==> src/rtl/ft_pkg.sv <==
// ---------------------------------------------------------------------------
// ft_pkg
// Shared types and default constants for the fault-tolerant block monitor.
// Holds the per-replica health state enum, the default values for the
// monitor parameters, and a small population-count helper used by the
// arbitration logic.
// ---------------------------------------------------------------------------
package ft_pkg;

    // Health of one voter replica, as tracked by its error counter.
    typedef enum logic [1:0] {
        FT_OK      = 2'd0,
        FT_SUSPECT = 2'd1,
        FT_BROKEN  = 2'd2
    } ft_blk_state_e;

    localparam int unsigned FT_ERR_THRESH_DEF   = 4;
    localparam int unsigned FT_CNT_W_DEF        = 8;
    localparam int unsigned FT_DECAY_PERIOD_DEF = 256;

    // Number of set bits in a three-replica flag vector.
    function automatic logic [1:0] ft_popcount3(input logic [2:0] flags);
        return {1'b0, flags[0]} + {1'b0, flags[1]} + {1'b0, flags[2]};
    endfunction

endpackage

==> src/rtl/cv32e40p_ft_err_counter.sv <==
// ---------------------------------------------------------------------------
// cv32e40p_ft_err_counter
// Error counter and health FSM for a single voter replica.
//
// Ports:
//   clk          - clock, rising edge
//   rst_n        - asynchronous active-low reset
//   clear_i      - synchronous clear back to FT_OK with a zero count
//   err_i        - a valid mismatch sample flagged this replica
//   decay_i      - decay tick; a suspect replica's count drops by one
//   grant_i      - arbiter allows this replica to become FT_BROKEN now
//   state_o      - current health state
//   cnt_o        - current error count (saturating)
//   thresh_hit_o - this cycle's counted error brings the count to threshold
// ---------------------------------------------------------------------------
module cv32e40p_ft_err_counter
    import ft_pkg::*;
#(
    parameter int unsigned ERR_THRESH = FT_ERR_THRESH_DEF,
    parameter int unsigned CNT_W      = FT_CNT_W_DEF
) (
    input  logic             clk,
    input  logic             rst_n,
    input  logic             clear_i,
    input  logic             err_i,
    input  logic             decay_i,
    input  logic             grant_i,
    output ft_blk_state_e    state_o,
    output logic [CNT_W-1:0] cnt_o,
    output logic             thresh_hit_o
);

    localparam logic [CNT_W-1:0] CntMax = {CNT_W{1'b1}};

    ft_blk_state_e    state_q;
    logic [CNT_W-1:0] cnt_q;
    logic [CNT_W-1:0] cnt_inc;
    logic             count_en;

    // A broken replica is frozen, so its errors are simply not counted.
    // The incremented value saturates so the counter never wraps to zero.
    assign count_en     = err_i && (state_q != FT_BROKEN);
    assign cnt_inc      = (cnt_q == CntMax) ? cnt_q : cnt_q + CNT_W'(1);
    assign thresh_hit_o = count_en && (32'(cnt_inc) >= ERR_THRESH);

    // Health FSM and counter. Clear beats everything else. A counted error
    // takes priority over a decay tick, which is how a same-cycle error
    // cancels the decrement. The break itself is only taken when the top
    // level grants it, since at most one replica may be declared broken.
    always_ff @(posedge clk or negedge rst_n) begin
        if (!rst_n) begin
            state_q <= FT_OK;
            cnt_q   <= '0;
        end else if (clear_i) begin
            state_q <= FT_OK;
            cnt_q   <= '0;
        end else begin
            case (state_q)
                FT_OK: begin
                    if (count_en) begin
                        cnt_q   <= cnt_inc;
                        state_q <= grant_i ? FT_BROKEN : FT_SUSPECT;
                    end
                end
                FT_SUSPECT: begin
                    if (count_en) begin
                        cnt_q <= cnt_inc;
                        if (grant_i) begin
                            state_q <= FT_BROKEN;
                        end
                    end else if (decay_i) begin
                        cnt_q <= cnt_q - CNT_W'(1);
                        if (cnt_q == CNT_W'(1)) begin
                            state_q <= FT_OK;
                        end
                    end
                end
                FT_BROKEN: begin
                    state_q <= FT_BROKEN;
                end
                default: begin
                    state_q <= FT_OK;
                    cnt_q   <= '0;
                end
            endcase
        end
    end

    assign state_o = state_q;
    assign cnt_o   = cnt_q;

endmodule

==> src/rtl/cv32e40p_ft_block_monitor.sv <==
// ---------------------------------------------------------------------------
// cv32e40p_ft_block_monitor
// Watches the per-replica mismatch flags of a triple-redundant voter,
// counts errors per replica and declares at most one replica broken.
// The broken mask is fed back to the voter so it can ignore that replica.
//
// Ports:
//   clk            - clock, rising edge
//   rst_n          - asynchronous active-low reset
//   valid_i        - voter result sample valid this cycle
//   block_err_i    - per-replica mismatch flags from the voter
//   err_detected_i - voter detected a mismatch
//   err_corrected_i- voter corrected the mismatch
//   clear_i        - synchronous clear of all monitor state
//   broken_block_o - registered one-hot (or zero) broken-replica mask
//   err_cnt_o      - per-replica error counts
//   irq_o          - one-cycle pulse when a replica is newly broken
//   fatal_o        - sticky unrecoverable condition
//
// Build option: define CV32E40P_FT_DECAY_EN to enable the decay timer that
// slowly forgives errors on suspect replicas. Without it counts only grow.
// ---------------------------------------------------------------------------
module cv32e40p_ft_block_monitor
    import ft_pkg::*;
#(
    parameter int unsigned ERR_THRESH   = FT_ERR_THRESH_DEF,
    parameter int unsigned CNT_W        = FT_CNT_W_DEF,
    parameter int unsigned DECAY_PERIOD = FT_DECAY_PERIOD_DEF
) (
    input  logic                  clk,
    input  logic                  rst_n,
    input  logic                  valid_i,
    input  logic [2:0]            block_err_i,
    input  logic                  err_detected_i,
    input  logic                  err_corrected_i,
    input  logic                  clear_i,
    output logic [2:0]            broken_block_o,
    output logic [2:0][CNT_W-1:0] err_cnt_o,
    output logic                  irq_o,
    output logic                  fatal_o
);

    if (ERR_THRESH < 1) begin : g_bad_thresh
        $error("ERR_THRESH must be at least 1");
    end
    if (DECAY_PERIOD < 2) begin : g_bad_period
        $error("DECAY_PERIOD must be at least 2");
    end

    ft_blk_state_e blk_state [3];
    logic [2:0]    sample_err;
    logic [2:0]    thresh_hit;
    logic [2:0]    grant;
    logic          conflict;
    logic          uncorrected;
    logic          decay_tick;
    logic          irq_q;
    logic          fatal_q;

    assign sample_err  = valid_i ? block_err_i : 3'b000;
    assign uncorrected = valid_i && err_detected_i && !err_corrected_i;

    for (genvar i = 0; i < 3; i++) begin : g_replica
        cv32e40p_ft_err_counter #(
            .ERR_THRESH (ERR_THRESH),
            .CNT_W      (CNT_W)
        ) u_err_counter (
            .clk          (clk),
            .rst_n        (rst_n),
            .clear_i      (clear_i),
            .err_i        (sample_err[i]),
            .decay_i      (decay_tick),
            .grant_i      (grant[i]),
            .state_o      (blk_state[i]),
            .cnt_o        (err_cnt_o[i]),
            .thresh_hit_o (thresh_hit[i])
        );

        assign broken_block_o[i] = (blk_state[i] == FT_BROKEN);
    end

    // Break arbitration. A single replica reaching threshold while nothing
    // is broken yet gets granted. A second broken replica, or two reaching
    // threshold together, means the voter can no longer out-vote the fault,
    // so nothing is granted and the condition is escalated to fatal.
    always_comb begin
        grant    = 3'b000;
        conflict = 1'b0;
        if (thresh_hit != 3'b000) begin
            if ((broken_block_o != 3'b000) || (ft_popcount3(thresh_hit) > 2'd1)) begin
                conflict = 1'b1;
            end else begin
                grant = thresh_hit;
            end
        end
    end

    // Interrupt pulse and sticky fatal flag. The interrupt fires once, in
    // the same cycle the broken mask first shows the new replica. Fatal
    // collects both arbitration conflicts and uncorrectable voter errors.
    always_ff @(posedge clk or negedge rst_n) begin
        if (!rst_n) begin
            irq_q   <= 1'b0;
            fatal_q <= 1'b0;
        end else if (clear_i) begin
            irq_q   <= 1'b0;
            fatal_q <= 1'b0;
        end else begin
            irq_q   <= (grant != 3'b000);
            fatal_q <= fatal_q || conflict || uncorrected;
        end
    end

    assign irq_o   = irq_q;
    assign fatal_o = fatal_q;

`ifdef CV32E40P_FT_DECAY_EN
    localparam int unsigned TmrW = (DECAY_PERIOD > 2) ? $clog2(DECAY_PERIOD) : 1;

    logic [TmrW-1:0] decay_tmr_q;

    assign decay_tick = (decay_tmr_q == TmrW'(DECAY_PERIOD - 1));

    // Free-running decay timer; each wrap forgives one error on every
    // suspect replica. Clear restarts it so the period is measured afresh.
    always_ff @(posedge clk or negedge rst_n) begin
        if (!rst_n) begin
            decay_tmr_q <= '0;
        end else if (clear_i || decay_tick) begin
            decay_tmr_q <= '0;
        end else begin
            decay_tmr_q <= decay_tmr_q + TmrW'(1);
        end
    end
`else
    assign decay_tick = 1'b0;
`endif

endmodule

==> config.mk <==
export PLATFORM = sky130hd
export DESIGN_NAME = cv32e40p_ft_block_monitor
export DESIGN_NICKNAME = d
export VERILOG_FILES = /design/src/rtl/ft_pkg.sv /design/src/rtl/cv32e40p_ft_err_counter.sv /design/src/rtl/cv32e40p_ft_block_monitor.sv
export SDC_FILE = /design/constraint.sdc
export NUM_CORES = 1
export LEC_CHECK = 0
export CELL_PAD_IN_SITES_DETAIL_PLACEMENT = 1
export CELL_PAD_IN_SITES_GLOBAL_PLACEMENT = 1
export CORE_AREA = 4 4 86 88
export CTS_CLUSTER_DIAMETER = 30
export DETAILED_ROUTE_END_ITERATION = 8
export DIE_AREA = 0 0 90 92
export HOLD_SLACK_MARGIN = 0.1
export PLACE_DENSITY_LB_ADDON = 0.2
export SLEW_MARGIN = 20
export SYNTH_ARGS = -nofsm -noshare
export SYNTH_HDL_FRONTEND = slang
export SYNTH_SLANG_ARGS = --single-unit
==> constraint.sdc <==
create_clock -name clk -period 2.7 [get_ports clk]
set_clock_uncertainty 0.05 [all_clocks]
set_input_delay 0.27 -clock clk [delete_from_list [all_inputs] [get_ports clk]]
set_output_delay 0.27 -clock clk [all_outputs]
set_load 0.005 [all_outputs]
# --- Word level (Yosys, flattened, before mapping) ---
# Cells that the tools add are included.
op_classes:
  eq_ne: 27
  order_cmp: 4
  add_sub_neg: 5
  n_mux: 37
  reduce_logical: 27
op_table:
  columns: ["cell", "n"]
  rows:
  - ["two-way mux 8 bit", 9]
  - ["one-hot mux 8 bit (2 select lines)", 3]
  - ["two-way mux 2 bit", 15]
  - ["adder 8 x 1 -> 8 bit (second input constant)", 3]
  - ["equality test 8 bit (second input constant)", 3]
  - [">= comparator 8 x 3 -> 1 bit (second input constant)", 3]
  - ["!= test 3 x 2 -> 1 bit (second input constant)", 6]
  - ["one-hot mux 2 bit (3 select lines)", 3]
  - ["!= test 2 bit (second input constant)", 6]
  - ["two-way mux 3 bit", 3]
  - ["!= test 3 x 1 -> 1 bit (second input constant)", 3]
  - ["!= test 3 bit (second input constant)", 3]
  - ["AND reduction 3 bit", 3]
  - ["nonzero test 3 bit", 3]
  - ["logical AND 1 bit", 8]
  - ["equality test 2 x 1 -> 1 bit (second input constant)", 3]
  - ["equality test 2 bit (second input constant)", 3]
  - ["logical NOT 2 bit", 3]
  - ["AND reduction 2 bit", 3]
  - ["OR reduction 2 bit", 3]
  - ["two-way mux 1 bit", 4]
  - ["logical OR 1 bit", 3]
  - ["adder 1 x 1 -> 2 bit", 1]
  - ["adder 2 x 1 -> 2 bit", 1]
  - ["2 further kinds", 2]
word_totals:
  wordCells: 108
  input_bits: 9
  register_bits: 32
  out_inout_bits: 29

# --- Depth between registers and ports, before layout ---
logic_depth:
  ltp_word: 14
  depth_mapped: 11
  depth_no_buf: 10

# --- Modules after synthesis ---
# Synthesis repeated with hierarchy kept, for this count alone.
unflattened:
  hier_cells: 414
  hier_area_um2: 3184.3
modules_own_cells:
  columns: ["module", "area_each_um2", "n_inst", "cells_per_inst", "seq_area_each_um2"]
  rows:
  - ["cv32e40p_ft_err_counter", 994.7, 3, 131, 250.2]
  - ["cv32e40p_ft_block_monitor", 200.2, 1, 21, 50.0]

# --- Least setup slack after synthesis ---
# Ideal clock, no wire load.
synth_timing:
  kind: "flip-flop to flip-flop"
  from: "reg g_replica[0].u_err_counter.cnt_q[0]"
  to: "reg g_replica[2].u_err_counter.state_q[1]"
  slack_ns: -0.036
  setup_time_ns: 0.079
  path_stages_with_launch: 11
  path_buffers: 0
  required_ns: 2.571
  arrival_ns: 2.607
  period_less_slack_ns: 2.736
  path_cell_list: "dfrtp_1 -> ha_1 -> nand2_1 -> nor3_4 -> mux2i_1 -> a41oi_2 -> ha_1 -> or4_1 -> o21bai_1 -> nor3b_2 -> mux2i_1"
synth_between:
  elab_chain_cells: 14
  elab_cells_between_ends: 18
  classes_between: "add/sub: 3; order compare: 2; eq/ne: 2; mux: 7; reduce/logical: 4"
synth_lines:
  columns: ["item", "line", "rtl"]
  rows:
  - ["from (decl)", "cv32e40p_ft_err_counter.sv:36", "logic [CNT_W-1:0] cnt_q;"]
  - ["from (signal assigned)", "cv32e40p_ft_err_counter.sv:61", "cnt_q <= cnt_inc;"]
  - ["from (signal assigned)", "cv32e40p_ft_err_counter.sv:67", "cnt_q <= cnt_inc;"]
  - ["from (signal assigned)", "cv32e40p_ft_err_counter.sv:72", "cnt_q <= cnt_q - CNT_W'(1);"]
  - ["adder 8 x 1 -> 8 bit / equality test 8 bit (equally long branches)", "cv32e40p_ft_err_counter.sv:43", "assign cnt_inc = (cnt_q == CntMax) ? cnt_q : cnt_q + CNT_W'(1);"]
  - ["two-way mux 8 bit *", "cv32e40p_ft_err_counter.sv:43", null]
  - [">= comparator 8 x 3 -> 1 bit *", "cv32e40p_ft_err_counter.sv:44", "assign thresh_hit_o = count_en && (32'(cnt_inc) >= ERR_THRESH);"]
  - ["logical AND 1 bit *", "cv32e40p_ft_err_counter.sv:44", null]
  - ["adder 1 x 1 -> 2 bit", "ft_pkg.sv:23", "return {1'b0, flags[0]} + {1'b0, flags[1]} + {1'b0, flags[2]};"]
  - ["adder 2 x 1 -> 2 bit", "ft_pkg.sv:23", null]
  - ["> comparator 2 x 1 -> 1 bit", "cv32e40p_ft_block_monitor.sv:90", "if ((broken_block_o != 3'b000) || (ft_popcount3(thresh_hit) > 2'd1)) begin"]
  - ["logical OR 1 bit", "cv32e40p_ft_block_monitor.sv:90", null]
  - ["two-way mux 3 bit", "cv32e40p_ft_block_monitor.sv:90", null]
  - ["two-way mux 3 bit *", "cv32e40p_ft_block_monitor.sv:89", "if (thresh_hit != 3'b000) begin"]
  - ["two-way mux 2 bit", "cv32e40p_ft_err_counter.sv:62", "state_q <= grant_i ? FT_BROKEN : FT_SUSPECT;"]
  - ["two-way mux 2 bit", "cv32e40p_ft_err_counter.sv:60", "if (count_en) begin"]
  - ["one-hot mux 2 bit (3 select lines)", "cv32e40p_ft_err_counter.sv:58", "case (state_q)"]
  - ["two-way mux 2 bit", "cv32e40p_ft_err_counter.sv:54", "end else if (clear_i) begin"]
  - ["to (signal assigned)", "cv32e40p_ft_err_counter.sv:62", null]
  - ["to (decl)", "cv32e40p_ft_err_counter.sv:35", "ft_blk_state_e state_q;"]
# Every way passes the cells marked *; elsewhere a longest branch is shown, timed or not. The select of a mux whose other input is x is not followed.
# A chain may end at the register's enable or synchronous reset.

# --- Worst setup path in the final report ---
layout_timing:
  from: "reg g_replica[0].u_err_counter.cnt_q[1]"
  to: "reg g_replica[0].u_err_counter.state_q[1]"
layout_between:
  elab_chain_cells: 14
  elab_cells_between_ends: 18
  classes_between: "add/sub: 3; order compare: 2; eq/ne: 2; mux: 7; reduce/logical: 4"
layout_lines:
  columns: ["item", "line"]
  rows:
  - ["adder 8 x 1 -> 8 bit / equality test 8 bit (equally long branches)", "cv32e40p_ft_err_counter.sv:43"]
  - ["two-way mux 8 bit *", "cv32e40p_ft_err_counter.sv:43"]
  - [">= comparator 8 x 3 -> 1 bit *", "cv32e40p_ft_err_counter.sv:44"]
  - ["logical AND 1 bit *", "cv32e40p_ft_err_counter.sv:44"]
  - ["adder 1 x 1 -> 2 bit", "ft_pkg.sv:23"]
  - ["adder 2 x 1 -> 2 bit", "ft_pkg.sv:23"]
  - ["> comparator 2 x 1 -> 1 bit", "cv32e40p_ft_block_monitor.sv:90"]
  - ["logical OR 1 bit", "cv32e40p_ft_block_monitor.sv:90"]
  - ["two-way mux 3 bit", "cv32e40p_ft_block_monitor.sv:90"]
  - ["two-way mux 3 bit *", "cv32e40p_ft_block_monitor.sv:89"]
  - ["two-way mux 2 bit", "cv32e40p_ft_err_counter.sv:62"]
  - ["two-way mux 2 bit", "cv32e40p_ft_err_counter.sv:60"]
  - ["one-hot mux 2 bit (3 select lines)", "cv32e40p_ft_err_counter.sv:58"]
  - ["two-way mux 2 bit", "cv32e40p_ft_err_counter.sv:54"]
  - ["to (signal assigned)", "cv32e40p_ft_err_counter.sv:62"]
  - ["to (decl)", "cv32e40p_ft_err_counter.sv:35"]
# Marks and branches as above.

==> results.sh <==
export IMPL_wl_met1_mm=3.26
export IMPL_firstDrtPassIters=4
export IMPL_yosys_register_bits=32
export IMPL_finalWirelength_mm=6.95
export IMPL_antenna_cells_inserted=0
export IMPL_cts_clk_slew_worst_paths_ps=70
export IMPL_detailedPlacementHpwl_mm=5.20
export IMPL_detailroute_via_count=2352
export IMPL_drive_gt1_frac=0.201
export IMPL_max_vdd_ir_drop_mv=0.380
export IMPL_maxCapViolations=0
export IMPL_synthCells=286
export IMPL_synthesis_nets=311
export IMPL_top_layer="met4"
export IMPL_syn_avg_cell_area_um2=8.21
export IMPL_synthTopCellsByArea="dfrtp_1 (34%), ha_1 (8.5%), a21oi_1 (7.9%), o21ai_0 (5.8%), nand2_1 (5.0%)"
export IMPL_numPortBuffers=37
export IMPL_drt_vias_per_instance=5.48
export IMPL_grt_antenna_before_repair=0
export IMPL_dr_wl_met3_um=197
export IMPL_switchingPower_uw=827
export IMPL_worst_ep_arrival_time_ps=2800
export IMPL_routedWlPerCell_um=16.2
export IMPL_met2WireLength_mm=3.43
export IMPL_syn_area_um2=2350
export IMPL_timing_final_hold_violations=0
export IMPL_gpl_final_weighted_congestion=0.831
export IMPL_vias_in_the_first_global_route=2416
export IMPL_max_buffers_root_to_sink=2
export IMPL_worst_reg_to_reg_cells=10
export IMPL_max_slew_margin_rel=0.516
export IMPL_ys_warn_count=0
export IMPL_status="finished clean"
export IMPL_worst_setup_path_end_kind="flip-flop"
export IMPL_drc=0
export IMPL_critical_path_fanouts_max=4
export IMPL_dp_cells=419
export IMPL_yosysSeqAreaShare=0.341
export IMPL_seq_power_share=0.319
export IMPL_report_power_total_uw=2120
export IMPL_grt_max_degree=33
export IMPL_total_leakage_power_uw=0.00134
export IMPL_worst_skew_pair_late_latency_ps=280
export IMPL_rsz0062_at_grt="yes"
export IMPL_timing_final_crit_share=0.978
export IMPL_final_nets=374
export IMPL_critical_path_required_ps=2860
export IMPL_non_filler_cells_in_the_finished_layout=429
export IMPL_cell_internal_pwr_uw=1300
export IMPL_maxSlewViolCount=0
export IMPL_post_synth_top_area_cell="dfrtp_1"
export IMPL_synth_async_reset_ratio=1.00
export IMPL_flow_area_growth_from_synthesis_pct=35.0
export IMPL_tritoncts="yes"
export IMPL_timing_final_crit_period_ps=2640
export IMPL_area_of_the_die_um2=8280
export IMPL_post_synth_num_cell_types=58
export IMPL_fmax_mhz=379
export IMPL_grt_util_overall=0.172
export IMPL_effective_utilization_at_floorplan=0.353
export IMPL_finalSetupViolations=0
export IMPL_io_pin_count=38
export IMPL_final_instance_area_um2=3170
export IMPL_worst_hold_path_type="in -> async"
export IMPL_postPlaceCellArea_um2=2960
export IMPL_synthMostInstantiatedCell="a21oi_1"
export IMPL_fp_dieW_um=90
export IMPL_site_row_count=30
export IMPL_pwr_share_comb=0.489
export IMPL_synth_flop_cell="dfrtp_1"
export IMPL_p_sw_frac=0.389
export IMPL_cp_start_kind="flip-flop"
export IMPL_floorplan_die_height_um=92
export IMPL_synth_largest_type_area_fraction=0.341
export IMPL_tritoncts_num_buffers=5
export IMPL_synth_enable_flop_cells=0
export IMPL_cts_htree_levels=2
export IMPL_grt_first_pass_wirelength_mm=11.8
export IMPL_worst_setup_path_type="reg -> reg"
export IMPL_route_antenna_remaining_nets=0
export IMPL_cts_root_buf="clkbuf_8"
export IMPL_grt_remaining_overflow=0
export IMPL_post_synth_most_frequent_cells="a21oi_1 (37), dfrtp_1 (32), nand2_1 (31), nor2_1 (27), o21ai_0 (27)"
export IMPL_clock_tree_sinks=32
export IMPL_floorplan_core_area_um2=6640
export IMPL_drt_iter0_markers=48
export IMPL_power_density_nw_per_um2=670
export IMPL_worst_slew_pin_transition_ps=723
export IMPL_power_clock_fraction=0.192
layout by cell type, fill, tap and decap left out, drive strengths merged, types with 5 or more instances in the layout:
master         instances
a21oi                 38
clkdlybuf4s50         37
nand2                 32
dfrtp                 32
buf                   31
o21ai                 28
nor2                  27
ha                    16
inv                   14
nand3                 14
clkbuf                 7
and3                   7
o31ai                  5
and2                   5
nor3b                  5
per-layer routing:
metal / track usage / up-vias
met4: 0.0383 / 0
li1: - / 1162
met1: 0.219 / 1148
met5: 0 / -
met3: 0.0271 / 6
met2: 0.306 / 36
per-stage QoR:
| stage | utilization | setup TNS (ps) | setup WS (ps) | hold WS, ps |
|---|---|---|---|---|
| after floorplan | - | 0 | 15.5 | -75.6 |
| after global placement | 0.445 | -36.7 | -30.4 | 472 |
| after detailed placement | 0.445 | -423 | -107 | 494 |
| after CTS | 0.465 | 0 | 16.8 | 371 |
| after global routing | 0.477 | -195 | -82.9 | 404 |
| final | 0.477 | 0 | 59.5 | 354 |
sequential cells by signal, summed over array words and instances (netlist names):
| name | flops |
|---|---|
| fatal_o | 1 |
| g_replica.u_err_counter.cnt_o | 24 |
| g_replica.u_err_counter.state_o | 6 |
| irq_o | 1 |
worst max-delay path: stages, from the launching register on:
cell and delay (ps):
dfrtp_1 390, ha_4 180, nand2_4 60, nor3_4 200, mux2i_1 240, a41oi_2 170
ha_2 200, or4_4 420, o21bai_4 210, nor3b_4 240, mux2i_1 190
area by class of cell:
type | instances | area, µm²
fill | 807 | 3480
inverter | 14 | 52.6
multi-input combinational | 228 | 1510
timing repair buffer | 68 | 603
tap | 80 | 100
clock buffer | 7 | 96.3
sequential | 32 | 803
cells by family after synthesis:
| logic type | share of synthesized area |
|---|---|
| buffers and inverters | 0.0522 |
| flip-flops | 0.341 |
| AND/OR/NAND/NOR | 0.241 |
| XOR/XNOR | 0.0112 |
| multiplexers | 0.0219 |
| adder cells (fa/ha/maj) | 0.0853 |
| AO/OA/AOI/OAI | 0.247 |
power by group through the flow:
stage	clock, µW	sequential [µW]	combinational (µW)
global route	441	694	1170
detailed placement	0	678	968
global placement	0	675	933
floorplan	0	670	548
CTS	424	671	1020
finish	407	677	1040
timing repair:
item | 4_1_cts | 5_1_grt
pin swaps | 2 | 6
hold endpoints to repair | 0 | 0
buffers inserted | 0 | 3
gates cloned | 0 | 0
hold buffers | 0 | 0
setup endpoints to repair | 6 | 7
resized for setup | 9 | 14
worst paths after layout:
check	startpoint	end	slack, ps
max	g_replica[0].u_err_counter.cnt_o[1]	g_replica[0].u_err_counter.state_o[1]	60
min	rst_n	g_replica[2].u_err_counter.cnt_o[4]	350
max reg2reg	g_replica[0].u_err_counter.cnt_o[1]	g_replica[0].u_err_counter.state_o[1]	60
min reg2reg	fatal_o	fatal_o	510
max in group asynchronous	rst_n	g_replica[0].u_err_counter.cnt_o[3]	1910
min in group clk	fatal_o	fatal_o	510
Power figures use the tool's default switching activity.
